===== config.mk =====
export PLATFORM = sky130hd
export DESIGN_NAME = wb_retire_unit
export DESIGN_NICKNAME = d
export VERILOG_FILES = /design/src/rtl/wb_retire_unit.sv
export SDC_FILE = /design/constraint.sdc
export NUM_CORES = 1
export LEC_CHECK = 0
export CORE_MARGIN = 3
export CORE_UTILIZATION = 35
export CTS_BUF_LIST = sky130_fd_sc_hd__clkbuf_16
export DETAILED_ROUTE_END_ITERATION = 10
export PLACE_DENSITY = 0.61
export SYNTH_ARGS = -nofsm -noshare
export SYNTH_HDL_FRONTEND = slang
export SYNTH_SLANG_ARGS = --single-unit

===== constraint.sdc =====
create_clock -name CLK -period 10.85 [get_ports CLK]
set_input_delay 2.17 -clock CLK [delete_from_list [all_inputs] [get_ports CLK]]
set_output_delay 2.17 -clock CLK [all_outputs]
set_load 0.02 [all_outputs]

===== src/rtl/wb_retire_unit.sv =====
// Writeback/retire stage: holds one captured lane pair (A older, B younger), merges load
// responses in order and retires both lanes into the two register-file write ports.
module wb_retire_unit #(
  parameter int XLEN = 32
) (
  input  logic            CLK,
  input  logic            RST,
  input  logic            me_adv,
  input  logic            me_validA,
  input  logic            me_validB,
  input  logic [4:0]      me_rdA,
  input  logic [4:0]      me_rdB,
  input  logic            me_wtenA,
  input  logic            me_wtenB,
  input  logic [XLEN-1:0] me_fwdA,
  input  logic [XLEN-1:0] me_fwdB,
  input  logic            me_loadA,
  input  logic            me_loadB,
  input  logic [2:0]      me_lsuA,
  input  logic [2:0]      me_lsuB,
  input  logic            dmem_rvalid,
  input  logic [XLEN-1:0] dmem_rdata,
  output logic            rf_we0,
  output logic [4:0]      rf_wa0,
  output logic [XLEN-1:0] rf_wd0,
  output logic            rf_we1,
  output logic [4:0]      rf_wa1,
  output logic [XLEN-1:0] rf_wd1,
  output logic            s_wb1_stall_D,
  output logic            s_wb2_stall_D,
  output logic [1:0]      wb_retire,
  output logic [63:0]     wb_instret
);

  typedef enum logic [1:0] {L_EMPTY, L_WAIT, L_READY, L_DONE} lane_st_t;

  lane_st_t        st_a_p0, st_b_p0, st_a_nx, st_b_nx;
  logic [4:0]      rd_a_p0, rd_b_p0;
  logic            wten_a_p0, wten_b_p0;
  logic [2:0]      lsu_a_p0, lsu_b_p0;
  logic [1:0]      off_a_p0, off_b_p0;
  logic [XLEN-1:0] data_a_p0, data_b_p0;

  logic pend_a, pend_b, valid_a, valid_b, done_a, done_b;
  logic ret_a, ret_b, stall, same_rd;

  function automatic logic [XLEN-1:0] load_extract(input logic [2:0] lsu,
                                                   input logic [1:0] off,
                                                   input logic [XLEN-1:0] w);
    logic [7:0]      b;
    logic [15:0]     h;
    logic [XLEN-1:0] r;
    b = w[{off, 3'b000} +: 8];
    h = off[1] ? w[31:16] : w[15:0];
    case (lsu)
      3'b000:  r = {{(XLEN-8){b[7]}}, b};
      3'b001:  r = {{(XLEN-16){h[15]}}, h};
      3'b100:  r = {{(XLEN-8){1'b0}}, b};
      3'b101:  r = {{(XLEN-16){1'b0}}, h};
      default: r = w;
    endcase
    return r;
  endfunction

  // Retire decision: a response always goes to the oldest pending load
  always_comb begin
    pend_a  = (st_a_p0 == L_WAIT);
    pend_b  = (st_b_p0 == L_WAIT);
    valid_a = (st_a_p0 != L_EMPTY);
    valid_b = (st_b_p0 != L_EMPTY);
    done_a  = (st_a_p0 == L_DONE);
    done_b  = (st_b_p0 == L_DONE);
    ret_a   = (st_a_p0 == L_READY) | (pend_a & dmem_rvalid);
    ret_b   = ((st_b_p0 == L_READY) | (pend_b & dmem_rvalid & ~pend_a))
              & (ret_a | done_a | ~valid_a);
    stall   = (valid_a & ~done_a & ~ret_a) | (valid_b & ~done_b & ~ret_b);
    same_rd = ret_a & ret_b & wten_a_p0 & wten_b_p0 & (rd_a_p0 == rd_b_p0);

    rf_we0 = ret_a & wten_a_p0 & ~same_rd;
    rf_wa0 = ret_a ? rd_a_p0 : 5'd0;
    rf_wd0 = '0;
    if (ret_a) rf_wd0 = pend_a ? load_extract(lsu_a_p0, off_a_p0, dmem_rdata) : data_a_p0;
    rf_we1 = ret_b & wten_b_p0;
    rf_wa1 = ret_b ? rd_b_p0 : 5'd0;
    rf_wd1 = '0;
    if (ret_b) rf_wd1 = pend_b ? load_extract(lsu_b_p0, off_b_p0, dmem_rdata) : data_b_p0;

    s_wb1_stall_D = stall;
    s_wb2_stall_D = stall;
    wb_retire     = {1'b0, ret_a} + {1'b0, ret_b};
  end

  always_comb begin
    st_a_nx = st_a_p0;
    st_b_nx = st_b_p0;
    if (!stall) begin
      st_a_nx = (me_adv & me_validA) ? (me_loadA ? L_WAIT : L_READY) : L_EMPTY;
      st_b_nx = (me_adv & me_validB) ? (me_loadB ? L_WAIT : L_READY) : L_EMPTY;
    end else begin
      if (ret_a) st_a_nx = L_DONE;
      if (ret_b) st_b_nx = L_DONE;
    end
  end

  // Stage p0: captured pair
  always_ff @(posedge CLK) begin
    if (RST) begin
      st_a_p0    <= L_EMPTY;
      st_b_p0    <= L_EMPTY;
      wb_instret <= 64'd0;
    end else begin
      st_a_p0    <= st_a_nx;
      st_b_p0    <= st_b_nx;
      wb_instret <= wb_instret + {62'd0, wb_retire};
    end
  end

  always_ff @(posedge CLK) begin
    if (!stall) begin
      rd_a_p0   <= me_rdA;
      rd_b_p0   <= me_rdB;
      wten_a_p0 <= me_wtenA;
      wten_b_p0 <= me_wtenB;
      lsu_a_p0  <= me_lsuA;
      lsu_b_p0  <= me_lsuB;
      off_a_p0  <= me_fwdA[1:0];
      off_b_p0  <= me_fwdB[1:0];
      data_a_p0 <= me_fwdA;
      data_b_p0 <= me_fwdB;
    end
  end

endmodule


==> results of run 1 <==
cell usage after synthesis, types with 4 or more instances:
library cell,number,area (um^2)
xnor2_1,23,201
o31ai_1,7,52.6
xor2_1,17,149
nand2b_1,23,144
or4_1,12,90.1
mux2_2,7,78.8
nor2b_1,9,56.3
nor4_1,9,56.3
o211ai_1,7,52.6
nand2_1,86,323
a31oi_1,11,68.8
o32a_1,7,70.1
a21oi_1,73,365
nand3_1,19,95.1
o221ai_1,14,123
or3_1,22,138
o21ai_0,62,310
nor2_1,62,233
nand4_1,26,163
a31o_2,4,35.0
nor3_1,22,110
and2_1,14,87.6
buf_1,4,15.0
a22o_1,16,140
dfxtp_1,68,1360
inv_1,28,105
edfxtp_1,82,2460
ha_1,8,100
clkbuf_1,46,173
layout by cell type, fill, tap and decap left out, types with 8 or more instances in the layout:
cell	instances
buf_4	10
nand2_1	86
o221ai_1	14
xor2_1	17
edfxtp_1	82
a21oi_1	73
nor2b_1	9
nand4_1	26
xnor2_1	23
o21ai_0	62
clkdlybuf4s50_1	264
ha_1	8
or4_1	12
nand2b_1	23
dfxtp_1	68
or3_1	22
a22o_1	16
a31oi_1	11
nand3_1	19
and2_1	14
inv_1	28
nor3_1	22
nor2_1	62
nor4_1	9
clkbuf_16	18
layer usage:
layer | track usage [%] | wire length (um)
met1 | 29.6 | 11600
met2 | 34.3 | 12100
met3 | 5.65 | 2330
met4 | 7.75 | 756
met5 | 0 | 55
worst max-delay path, cell delays in order:
cell,delay (ns)
clkdlybuf4s50_1,0.50
a21o_1,0.41
o32a_1,0.73
nand3_1,0.57
o21ai_0,0.35
clkdlybuf4s50_1,0.64
stage by stage:
| step | setup WS, ns | util (%) | total power [W] | instances | instance area [um^2] |
|---|---|---|---|---|---|
| 2_1_floorplan | 2.50 | - | 0.00157 | 832 | 7800 |
| 3_3_place_gp | 3.37 | 49.8 | 0.00200 | 1330 | 10700 |
| 3_5_place_dp | 3.27 | 49.8 | 0.00201 | 1330 | 10700 |
| 4_1_cts | 3.26 | 52.7 | 0.00263 | 1362 | 11300 |
| 5_1_grt | 3.07 | 52.7 | 0.00277 | 1362 | 11300 |
| 6_report | 3.29 | 52.7 | 0.00262 | 1362 | 11300 |
cell type report:
| cell class | instances | area (um^2) |
|---|---|---|
| Clock buffer | 18 | 450 |
| Clock inverter | 14 | 178 |
| Fill cell | 1986 | 10100 |
| Inverter | 28 | 105 |
| Multi-Input combinational cell | 602 | 3670 |
| Sequential cell | 150 | 3820 |
| Tap cell | 275 | 344 |
| Timing Repair Buffer | 275 | 2720 |
final timing paths:
kind	start	end	slack [ns]	cells after the start
worst max-delay path	dmem_rvalid	rf_wd1[16]	3.29	6
worst min register to register	wb_instret[46]$_SDFF_PP0_	wb_instret[46]$_SDFF_PP0_	0.50	2
worst min-delay path	wb_instret[46]$_SDFF_PP0_	wb_instret[46]$_SDFF_PP0_	0.50	2
worst max register to register	st_a_p0[1]$_SDFFE_PP0P_	wb_instret[60]$_SDFF_PP0_	5.34	14
registers in the layout, indices dropped and copies added (netlist names), 2 cells and up:
name,count
rd_b_p0,5
data_a_p0,31
lsu_b_p0,3
data_b_p0,31
wb_instret,64
rd_a_p0,5
st_a_p0,2
st_b_p0,2
lsu_a_p0,3
logic make-up after synthesis:
logic type,Yosys count,share of synthesized area (%)
AO/OA/AOI/OAI,222,17.9
XOR/XNOR,40,4.50
adder cells (fa/ha/maj),9,1.54
buffers and inverters,80,4.00
flip-flops,150,49.1
multiplexers,12,1.98
AND/OR/NAND/NOR,319,21.0
power breakdown:
group | switching, W | leakage, nW | internal (W)
clock network | 0.000259 | 0.309 | 0.000363
logic | 0.000624 | 2.09 | 0.000416
registers | 0.000108 | 1.36 | 0.000845
total | 0.000991 | 3.76 | 0.00162
==> impl_metrics.ini, run 1 <==
[synth]
synth-edff-count = 82
synth_seq_cells = 150
seq_area_frac_synth_pct = 49.1
synth_ff_type = edfxtp_1
syn_avg_cell_area_um2 = 9.36
syn_inst = 832
yosys_warnings = 0
netlist_area_um2 = 7790
synth_cell_types = 58
synth_nets = 963
async_reset_ff_share_pct = 0

[setup_path]
critPathLaunchType = primary input
criticalPathCategory = primary input to output port
critical_path.max_fanout = 17
end_kind = output port
cp.required_ns = 8.68
arrival_ns = 5.39

[clock_tree]
cts.path.max_buffers = 2
cts-htree-levels = 4
cts_tree = built
holdBufCountCts = 0
cts-resized-gates = 0
clock_sinks = 150
path_clk_slew_ns = 0.07
postCtsSetupBuffers = 0
cts_inserted_buffers = 17
cts_root_buffer = clkbuf_16
clock_latency_ns = 0.43

[timing]
final.min_clock_period_ns = 7.56
rsz0062_at_grt = no
fmax_mhz = 132
relSlewSlack_pct = 24.9
fin_worst_skew_ns = 0.0143
report.final.setup_viol = 0
drv_slew = 0
period_share_pct = 69.7
totalNegativeSetupSlack_ns = 0
hold_ws_ns = 0.501
tightestPinTransition_ns = 1.13
hold_viol = 0

[floorplanning]
fp-row-count = 53
start_util_pct = 36.4
dieArea_um2 = 24100
ios = 266
core_area_um2 = 21400
die_h_um = 155
dieWidth_um = 155

[run]
max_cap_violations = 0

[global_routing]
antenna_found_initial = 4
grt_pass1_wl_um = 41400
grt_overflow = 0
grt_pass1_vias = 7110
grt_max_degree = 89
grt_use_total_pct = 21.9

[routing]
dr.pass1.iters = 5
via_count = 7373
viasPerCell = 5.41
drc = 0
drt_iter0_markers = 539
routed_wl_um = 26900
wl_per_cell_um = 19.8
ant_nets = 0

[power_and_ir_drop]
vdd_drop_max_mv = 0.221
p_leak_nw = 3.76
p_per_area_nw_per_um2 = 232

[final_layout]
finalNetCount = 1205
syn_to_final_growth_pct = 45.0
diodes = 0
layout-drive-gt1-share_pct = 5.80

[placement]
dp_hpwl_um = 19800
port_buffers = 265
place_congestion = 0.897

[worst_hold_path]
hold_class = register to register

[outcome]
outcome = completed
(Power assumes the default switching activity.)
==> run 2: changes to the inputs <==
==> constraint.sdc (replaced) <==
create_clock -name CLK -period 7.3 [get_ports CLK]
set_input_delay 1.46 -clock CLK [delete_from_list [all_inputs] [get_ports CLK]]
set_output_delay 1.46 -clock CLK [all_outputs]
set_load 0.02 [all_outputs]
==> impl_metrics.ini, run 2 (same netlist as run 1, synthesis figures left out) <==
[clock_tree]
clock_latency_ns = 0.43
cts-htree-levels = 4
cts.path.max_buffers = 2
cts_root_buffer = clkbuf_16
cts_tree = built
cts_inserted_buffers = 17
postCtsSetupBuffers = 0
cts-resized-gates = 0
path_clk_slew_ns = 0.07
clock_sinks = 150
holdBufCountCts = 0

[routing]
viasPerCell = 5.48
ant_nets = 0
wl_per_cell_um = 20.2
drc = 0
via_count = 7480
dr.pass1.iters = 5
drt_iter0_markers = 661
routed_wl_um = 27500

[floorplanning]
die_h_um = 155
dieArea_um2 = 24100
core_area_um2 = 21400
start_util_pct = 36.4
fp-row-count = 53
dieWidth_um = 155
ios = 266

[setup_path]
critPathBufInv = 2
r2r_start = st_b_p0[1]$_SDFFE_PP0P_
crit_top_cell = clkdlybuf4s50_1
cp.required_ns = 5.84
slowest_stage = nor2_1
criticalPathCategory = primary input to output port
path_delay_family = buffers and inverters
critical_path.max_fanout = 17
critical-path-max-stage-delay_ns = 0.94
cp-startpoint = dmem_rvalid
end_kind = output port
critPathLaunchType = primary input
cp_cell_sequence = clkdlybuf4s50_1, a21o_1, o32ai_1, nor2_1, nand2_1, o21ai_0, clkdlybuf4s50_1
arrival_ns = 4.38

[worst_hold_path]
min-delay-start = wb_instret[43]$_SDFF_PP0_
hold_class = register to register

[timing]
relSlewSlack_pct = 10.6
worst_slack_ns = 1.46
report.final.setup_viol = 0
rsz0062_at_grt = no
final.min_clock_period_ns = 5.84
totalNegativeSetupSlack_ns = 0
fin_worst_skew_ns = 0.0247
drv_slew = 0
hold_viol = 0
fmax_mhz = 171
tightestPinTransition_ns = 1.33
period_share_pct = 79.9

[final_layout]
syn_to_final_growth_pct = 44.5
layout-drive-gt1-share_pct = 5.80
top_regs = wb_instret: 64 flops, data_a_p0: 31 flops, data_b_p0: 31 flops
final_cell_mix = 264 x clkdlybuf4s50_1, 86 x nand2_1, 82 x edfxtp_1
fin_area_um2 = 11300
largest_register = wb_instret
final_common_cell = clkdlybuf4s50_1
finalNetCount = 1205
largest_register_ffs = 64

[placement]
port_buffers = 265
dp_hpwl_um = 20300
post_dp_cell_area_um2 = 10700
place_congestion = 0.897
pre_cts_slack_ns = 1.48

[global_routing]
grt_overflow = 0
grt_pass1_vias = 6918
grt_pass1_wl_um = 41600
grt_max_degree = 71
antenna_found_initial = 6
grt_use_total_pct = 22.2

[run]
max_cap_violations = 0

[power_and_ir_drop]
p_leak_nw = 3.74
p_per_area_nw_per_um2 = 343
vdd_drop_max_mv = 0.217

[outcome]
outcome = completed
-- run 2: cell types whose count changed in the layout (fill, tap and decap cells not counted) --
| cell | delta |
|---|---|
| inv_2 | +1 |
| clkinv_8 | -1 |
| clkinvlp_4 | +1 |
| inv_4 | +3 |
| inv_8 | -1 |
| clkinv_4 | -2 |
| diode_2 | +3 |
| bufinv_16 | -1 |
-- run 2: final cells by class --
cell class | instances | area, um^2
Multi-Input combinational cell | 602 | 3670
Tap cell | 275 | 344
Clock buffer | 18 | 450
Sequential cell | 150 | 3820
Timing Repair Buffer | 275 | 2720
Fill cell | 1945 | 10200
Antenna cell | 3 | 7.51
Clock inverter | 14 | 133
Inverter | 28 | 105
-- run 2: worst reg2reg max path: stages, from the launching register on --
cell and delay (ns):
dfxtp_1 0.31, inv_1 0.08, ha_1 0.80, and3b_1 0.36
nor2_1 0.10, o21ai_0 0.39, ha_1 0.27, inv_1 0.06
fa_1 0.41, and3b_1 0.33, nand4_1 0.37, nor4_1 0.62
a311oi_1 0.18, a41o_1 0.23
-- run 2: report_power, final --
part	switching, W	leakage, nW	internal (W)
sequential	0.000193	1.36	0.00125
combinational	0.000912	2.09	0.000623
clock	0.000382	0.291	0.000499
-- run 2: metrics by stage --
step / hold WS (ns) / util [%] / power [W] / instances
2_1_floorplan: 0.467 / - / 0.00233 / 832
3_3_place_gp: 0.489 / 49.8 / 0.00299 / 1330
3_5_place_dp: 0.495 / 49.8 / 0.00299 / 1330
4_1_cts: 0.505 / 52.5 / 0.00388 / 1362
5_1_grt: 0.522 / 52.5 / 0.00406 / 1363
6_report: 0.504 / 52.6 / 0.00386 / 1365
-- run 2: final timing paths --
path | slack [ns] | endpoint | cells after the start
max | 1.46 | rf_wd1[29] | 7
min | 0.50 | wb_instret[43]$_SDFF_PP0_ | 2
max reg2reg | 2.71 | wb_instret[36]$_SDFF_PP0_ | 13
min reg2reg | 0.50 | wb_instret[43]$_SDFF_PP0_ | 2
-- run 2: layer usage --
metal / GRT usage [%] / wire length (um) / share of wire, % / vias to the layer above
met5: 0 / 50 / 0.18 / -
met4: 6.92 / 577 / 2.1 / 8
met3: 6.84 / 2600 / 9.5 / 37
met2: 34.1 / 12600 / 46 / 354
met1: 30.2 / 11700 / 42 / 3511
li1: - / - / - / 3570
==> run 3: changes to the inputs <==
--- a/config.mk
+++ b/config.mk
@@ -9,7 +9,7 @@
 export CORE_UTILIZATION = 35
 export CTS_BUF_LIST = sky130_fd_sc_hd__clkbuf_16
 export DETAILED_ROUTE_END_ITERATION = 10
-export PLACE_DENSITY = 0.61
+export PLACE_DENSITY = 0.64
 export SYNTH_ARGS = -nofsm -noshare
 export SYNTH_HDL_FRONTEND = slang
 export SYNTH_SLANG_ARGS = --single-unit
==> constraint.sdc (replaced) <==
create_clock -name CLK -period 5 [get_ports CLK]
set_input_delay 1 -clock CLK [delete_from_list [all_inputs] [get_ports CLK]]
set_output_delay 1 -clock CLK [all_outputs]
set_load 0.02 [all_outputs]
==> impl_metrics.ini, run 3 (same netlist as run 1, synthesis figures left out) <==
[final_layout]
fin_area_um2 = 11300
finalNetCount = 1217
largest_register = wb_instret
largest_register_ffs = 64
final_cell_mix = 264 x clkdlybuf4s50_1, 86 x nand2_1, 82 x edfxtp_1
diodes = 0
top_regs = wb_instret: 64 flops, data_a_p0: 31 flops, data_b_p0: 31 flops
syn_to_final_growth_pct = 45.3
layout-drive-gt1-share_pct = 6.92
final_common_cell = clkdlybuf4s50_1

[placement]
port_buffers = 265
post_dp_cell_area_um2 = 10800
dp_hpwl_um = 20100
place_congestion = 0.910
pre_cts_slack_ns = 0.330

[setup_path]
cp.required_ns = 4.00
slowest_stage = clkdlybuf4s50_1
cp-startpoint = dmem_rdata[15]
r2r_start = st_a_p0[1]$_SDFFE_PP0P_
end_kind = output port
criticalPathCategory = primary input to output port
crit_top_cell = clkdlybuf4s50_1
critical-path-max-stage-delay_ns = 0.53
critPathLaunchType = primary input
arrival_ns = 3.69
critical_path.max_fanout = 16
cp_cell_sequence = clkdlybuf4s50_1, mux4_2, a21oi_1, nand2_1, o2111a_1, a22o_1, clkdlybuf4s50_1

[clock_tree]
clock_sinks = 150
holdBufCountCts = 0
cts.path.max_buffers = 2
clock_latency_ns = 0.44
cts-htree-levels = 4
path_clk_slew_ns = 0.07
cts-resized-gates = 0
cts_root_buffer = clkbuf_16
cts_tree = built
postCtsSetupBuffers = 0
cts_inserted_buffers = 17

[global_routing]
grt_pass1_vias = 6931
use_met3_pct = 6.54
grt_use_total_pct = 21.9
grt_max_degree = 89
grt_overflow = 0
use_met1_pct = 30.0
antenna_found_initial = 4
use_met2_pct = 33.3
grt_pass1_wl_um = 40900
busiest_layer = met2

[power_and_ir_drop]
p_per_area_nw_per_um2 = 492
p_leak_nw = 3.79
vdd_drop_max_mv = 0.338

[floorplanning]
core_area_um2 = 21400
fp-row-count = 53
dieArea_um2 = 24100
ios = 266
dieWidth_um = 155
die_h_um = 155
start_util_pct = 36.4

[timing]
rsz0062_at_grt = no
fmax_mhz = 213
worst_slack_ns = 0.312
report.final.setup_viol = 0
hold_viol = 0
drv_slew = 0
tightestPinTransition_ns = 1.13
hold_ws_ns = 0.497
fin_worst_skew_ns = 0.0142
final.min_clock_period_ns = 4.69
relSlewSlack_pct = 24.5
totalNegativeSetupSlack_ns = 0
period_share_pct = 93.8

[outcome]
outcome = completed

[routing]
drt_iter0_markers = 503
viasPerCell = 5.41
routed_wl_um = 27000
drc = 0
wl_per_cell_um = 19.7
ant_nets = 0
via_count = 7438
dr.pass1.iters = 5

[run]
max_cap_violations = 0

[worst_hold_path]
min-delay-start = wb_instret[63]$_SDFF_PP0_
hold_class = register to register
[run 3: area by class of cell]
type                            instances  area, um^2
Clock buffer                           17         425
Timing Repair Buffer                  287        2810
Sequential cell                       150        3820
Clock inverter                         15         134
Multi-Input combinational cell        602        3680
Inverter                               28         105
Fill cell                            1996       10100
Tap cell                              275         344
[run 3: per-layer routing]
layer	vias up	routed length, um
li1	3579	-
met1	3477	11700
met2	325	12000
met3	49	2660
met4	8	625
met5	-	48
[run 3: final timing paths]
kind                            cells past startpoint                   endpoint  slack, ns
worst max-delay path                                7                 rf_wd0[30]       0.31
worst min-delay path                                2  wb_instret[63]$_SDFF_PP0_       0.50
worst max register to register                     15  wb_instret[62]$_SDFF_PP0_       1.08
worst min register to register                      2  wb_instret[63]$_SDFF_PP0_       0.50
[run 3: power by group]
part	total (W)	switching, W	internal (W)
Clock	0.00123	0.000575	0.000657
Combinational	0.00231	0.00138	0.000925
Sequential	0.00203	0.000200	0.00183
[run 3: critical path, delay by kind of cell]
family                 cells  cell delay [ns]
buffers and inverters      2             1.06
AOI/OAI and AO/OA          3             0.99
and+or+nand+nor            1             0.12
muxes                      1             0.51
[run 3: metrics by stage]
stage	power (W)	std cells	utilization [%]
2_1_floorplan	0.00340	832	-
3_3_place_gp	0.00436	1342	50.2
3_5_place_dp	0.00438	1342	50.2
4_1_cts	0.00561	1374	52.9
5_1_grt	0.00588	1374	52.9
6_report	0.00557	1374	52.9
